**src/rtl/mant_align.sv**
```systemverilog
// Significand alignment: picks the larger-exponent operand and right-shifts the smaller one bit per clock.
// Latency 1+N cycles (N = exponent difference); one op in flight, in_ready only in IDLE, out_valid held until out_ready.
module mant_align (
    input  logic       clk,
    input  logic       rst_n,
    input  logic       in_valid,
    output logic       in_ready,
    input  logic [2:0] Exp_A,
    input  logic [2:0] Exp_B,
    input  logic [3:0] Man_A,
    input  logic [3:0] Man_B,
    input  logic [3:0] Exp_diff,
    input  logic       Co,
    input  logic       Same_exp,
    output logic       out_valid,
    input  logic       out_ready,
    output logic [4:0] Man_big,
    output logic [4:0] Man_small,
    output logic       Guard,
    output logic       Sticky,
    output logic [2:0] Exp_res,
    output logic       Swap
);

    typedef enum logic [1:0] {IDLE, SHIFT, DONE} state_t;

    state_t     state_q, state_d;
    logic [2:0] cnt_q, cnt_d;
    logic [4:0] big_q, big_d;
    logic [4:0] small_q, small_d;
    logic       guard_q, guard_d;
    logic       sticky_q, sticky_d;
    logic [2:0] exp_q, exp_d;
    logic       swap_q, swap_d;

    logic [4:0] sig_a, sig_b;
    logic [2:0] shamt;
    logic       unused_diff_msb;

    assign sig_a = {|Exp_A, Man_A};
    assign sig_b = {|Exp_B, Man_B};
    assign unused_diff_msb = Exp_diff[3];

    // Low 3 bits of the 4-bit negation equal the 3-bit negation of the low bits.
    always_comb begin
        shamt = 3'd0;
        if (Same_exp)
            shamt = 3'd0;
        else if (Co)
            shamt = Exp_diff[2:0];
        else
            shamt = ~Exp_diff[2:0] + 3'd1;
    end

    always_comb begin
        state_d  = state_q;
        cnt_d    = cnt_q;
        big_d    = big_q;
        small_d  = small_q;
        guard_d  = guard_q;
        sticky_d = sticky_q;
        exp_d    = exp_q;
        swap_d   = swap_q;
        case (state_q)
            IDLE: begin
                if (in_valid) begin
                    if (Same_exp || Co) begin
                        big_d   = sig_a;
                        small_d = sig_b;
                        exp_d   = Exp_A;
                        swap_d  = 1'b0;
                    end else begin
                        big_d   = sig_b;
                        small_d = sig_a;
                        exp_d   = Exp_B;
                        swap_d  = 1'b1;
                    end
                    guard_d  = 1'b0;
                    sticky_d = 1'b0;
                    cnt_d    = shamt;
                    state_d  = (shamt == 3'd0) ? DONE : SHIFT;
                end
            end
            SHIFT: begin
                sticky_d = sticky_q | guard_q;
                guard_d  = small_q[0];
                small_d  = small_q >> 1;
                cnt_d    = cnt_q - 3'd1;
                if (cnt_q == 3'd1)
                    state_d = DONE;
            end
            DONE: begin
                if (out_ready)
                    state_d = IDLE;
            end
            default: state_d = IDLE;
        endcase
    end

    always_ff @(posedge clk or negedge rst_n) begin
        if (!rst_n) begin
            state_q  <= IDLE;
            cnt_q    <= 3'd0;
            big_q    <= 5'd0;
            small_q  <= 5'd0;
            guard_q  <= 1'b0;
            sticky_q <= 1'b0;
            exp_q    <= 3'd0;
            swap_q   <= 1'b0;
        end else begin
            state_q  <= state_d;
            cnt_q    <= cnt_d;
            big_q    <= big_d;
            small_q  <= small_d;
            guard_q  <= guard_d;
            sticky_q <= sticky_d;
            exp_q    <= exp_d;
            swap_q   <= swap_d;
        end
    end

    assign in_ready  = (state_q == IDLE);
    assign out_valid = (state_q == DONE);
    assign Man_big   = big_q;
    assign Man_small = small_q;
    assign Guard     = guard_q;
    assign Sticky    = sticky_q;
    assign Exp_res   = exp_q;
    assign Swap      = swap_q;

endmodule

```
**config.mk**
```make
export PLATFORM = sky130hd
export DESIGN_NAME = mant_align
export DESIGN_NICKNAME = d
export VERILOG_FILES = /design/src/rtl/mant_align.sv
export SDC_FILE = /design/constraint.sdc
export NUM_CORES = 1
export LEC_CHECK = 0
export CORE_MARGIN = 8
export CORE_UTILIZATION = 44
export DETAILED_ROUTE_END_ITERATION = 8
export GPL_TIMING_DRIVEN = 0
export PLACE_DENSITY = 0.9
export SLEW_MARGIN = 20
export SYNTH_ARGS = -nofsm -noshare
export SYNTH_HDL_FRONTEND = slang
export SYNTH_SLANG_ARGS = --single-unit
```
**constraint.sdc**
```tcl
create_clock -name clk -period 1.6 [get_ports clk]
set_input_delay 0.4 -clock clk [delete_from_list [all_inputs] [get_ports clk]]
set_output_delay 0.4 -clock clk [all_outputs]
set_load 0.05 [all_outputs]
```
==> impl_results.md <==
* Fin crit period at 1.57 ns
* Max-Cap Viols at 0
* RSZ-0062 raised after global routing: yes
* Synthesis-stage register bit count at 21
* Area grow syn2layout at 43.1%
* Die area at 4490 um2
* Num CTS Buffers at 3
* Most common cell after layout, fill and taps aside: nand2_1
* Grt peak-use layer: met2
* IO Pins at 42
* Crit path cell chain: buf_6, nor2b_4, buf_8
* Clock root cell: clkbuf_4
* Max_slew headroom at 0.689
* Min Hold Slack at 0.0284 ns
* Syn avg cell area at 8.88 um2
* Largest net degree at the start of global routing at 22
* DRT iter0 DRCs at 70
* Setup TNS at 0 ns
* Power Dens Cells at 1970 nW/um2
* CP Class: reg2out
* CP endpoint kind: output pin
* CTS Sinks at 21
* Hold Violations, Final at 0
* Maximum clock rate at 636 MHz
* Pre-antenna DRT Iters at 4
* Final period util at 0.983
* Port-buffer cells at 40
* Crit path max-delay cell type: dfrtp_1
* Crit path launch type: flop
* Crit path DAT at 1.17 ns
* Fraction of layout cells with a size suffix above 1 at 0.218
* Number of synthesized flops with an enable pin at 0
* GRT Residual Overflow at 0
* Worst min path class: in2async
* Via count at 1,175
* Worst slew pin tran at 0.466 ns
* Later-pin clock latency in the skew report at 0.30 ns
* Initial antenna violation count at 0
* Met3 global-route usage at 0.0520
* Tot Pwr at 3230 uW
* Synthesized net count at 156
* DP Wirelength at 2520 um
* Req. time, crit path at 1.20 ns
* Maximum vdd drop at 0.00129 V
* Leak pwr at 0.000747 uW
* Final nets at 202
* Vias in the first global route at 1,205
* Met2 GRT Util at 0.263
* Max FO, Critical Path at 10
* Count of different cell masters after synthesis at 34
* Primary FF master, synth: dfrtp_1
* CTS Buffer Depth at 2
* Core ar. at 2480 um2
* TritonCTS clock tree: built
* Mapped Area at 1150 um2
* Post-DR vias/cell at 5.76
* H-tree depth at 1
* Critical Path Max Stage Delay at 0.39 ns
* Initial Utilization at 0.463
* Met1 GRT Util at 0.174
* FP Rows at 18
* Finished Layout Cells at 204
* Cells after Synth at 129
* Ys async rst share at 1.00
* Die Width at 67.0 um
* Total track usage at 0.153
* Placed Cells at 199
* Post-route DRC at 0
* Reg clk slew, reported paths at 0.12 ns
* Diode count at 0
* Most frequent cells in the layout: 26 x nand2_1, 21 x dfrtp_1, 17 x clkdlybuf4s50_1
* DR WL/cell at 16.4 um
* Post-Route WL at 3340 um
* Chip height at 67.0 um
* Global-route wire length before repair at 5510 um
* Run status: completed
* Post-route ant nets at 0
* Fillers at 199
* Final setup fails at 0
* Slew Limit Fails at 0
* Hold bufs inserted after CTS at 0
* Seq/Total Area, Yosys at 0.459
* YS warnings at 0
* Placer congestion estimate at 0.823
* Skew final at 0.00351 ns
## sequential cells by signal, summed over array words and instances (netlist names)
register   count
Man_big        5
Man_small      5
Exp_res        3
cnt_q          3
state_q        2
Guard          1
Sticky         1
Swap           1
## routing by layer
metal	wire (um)	up-vias
li1	-	547
met1	1320	572
met2	1720	50
met3	267	6
met4	31	0
met5	0	-
## where the power goes
group          switching [uW]  internal, uW  total, uW
clock                     167          93.2        260
combinational            1340           685       2030
sequential                163           776        939
total                    1670          1550       3230
## timing repair
action / CTS / global route
gates resized for setup: 59 / 14
pin swaps: 0 / 2
setup endpoints to repair: 19 / 16
setup buffers: 1 / 0
## worst max-delay path, delay by kind of cell, from the launching register on
family	cells	cell delay [ns]
buffers and inverters	2	0.30
DFF	1	0.39
and+or+nand+nor	1	0.18
## final timing paths
kind                       startpoint         end  slack, ns  cells past startpoint
min                             rst_n  state_q[1]       0.03                      1
max                        state_q[1]   out_valid       0.03                      3
min in group clk             Same_exp    cnt_q[2]       0.49                      2
max in group asynchronous       rst_n  Man_big[1]       1.26                      1
min reg2reg                      Swap        Swap       0.51                      2
max reg2reg                state_q[1]    cnt_q[2]       0.23                      5
## per-stage QoR
step,instance area [um2],setup slack [ns],util
global placement,1590,-0.337,0.641
CTS,1650,0.00150,0.666
finish,1640,0.0278,0.662
floorplan,1150,0.165,-
detailed placement,1590,-0.400,0.641
global route,1640,-0.00949,0.662
## final cells by class
type                       count  area (um2)  area share
timing repair buffer          41         404       0.246
inverter                       8        30.0      0.0183
clock buffer                   3        22.5      0.0137
multi-input combinational     93         566       0.345
buffer                         7        50.0      0.0305
clock inverter                 1        5.00     0.00305
tap                           30        37.5      0.0229
sequential                    21         526       0.320
## synthesized netlist by cell type, types with 2 or more instances
cell type   n  share of area
nor2_1     10          0.033
nor2b_1     4          0.022
dfrtp_1    21           0.46
a22oi_1     2          0.013
nand2b_1    2          0.011
a31oi_1    11          0.060
nor4_1      4          0.022
o21ai_1     3          0.013
nor3_1      2         0.0087
o21ai_0     2         0.0087
ha_1        3          0.033
mux2i_1     2          0.017
o22ai_1     6          0.033
inv_1       8          0.026
nand2_1    26          0.085
buf_2       4          0.017
o31ai_1     2          0.013
## cells by family (layout without fill, tap and decap cells)
group,after synthesis,in the layout,synth area share
fa+ha+maj,3,3,0.0328
mux,2,2,0.0175
buf+inv,15,60,0.0633
xor+xnor,1,1,0.00764
flops,21,21,0.459
compound gates,35,35,0.205
simple gates,52,52,0.215
Note: power is estimated with default switching activity, not from simulation.
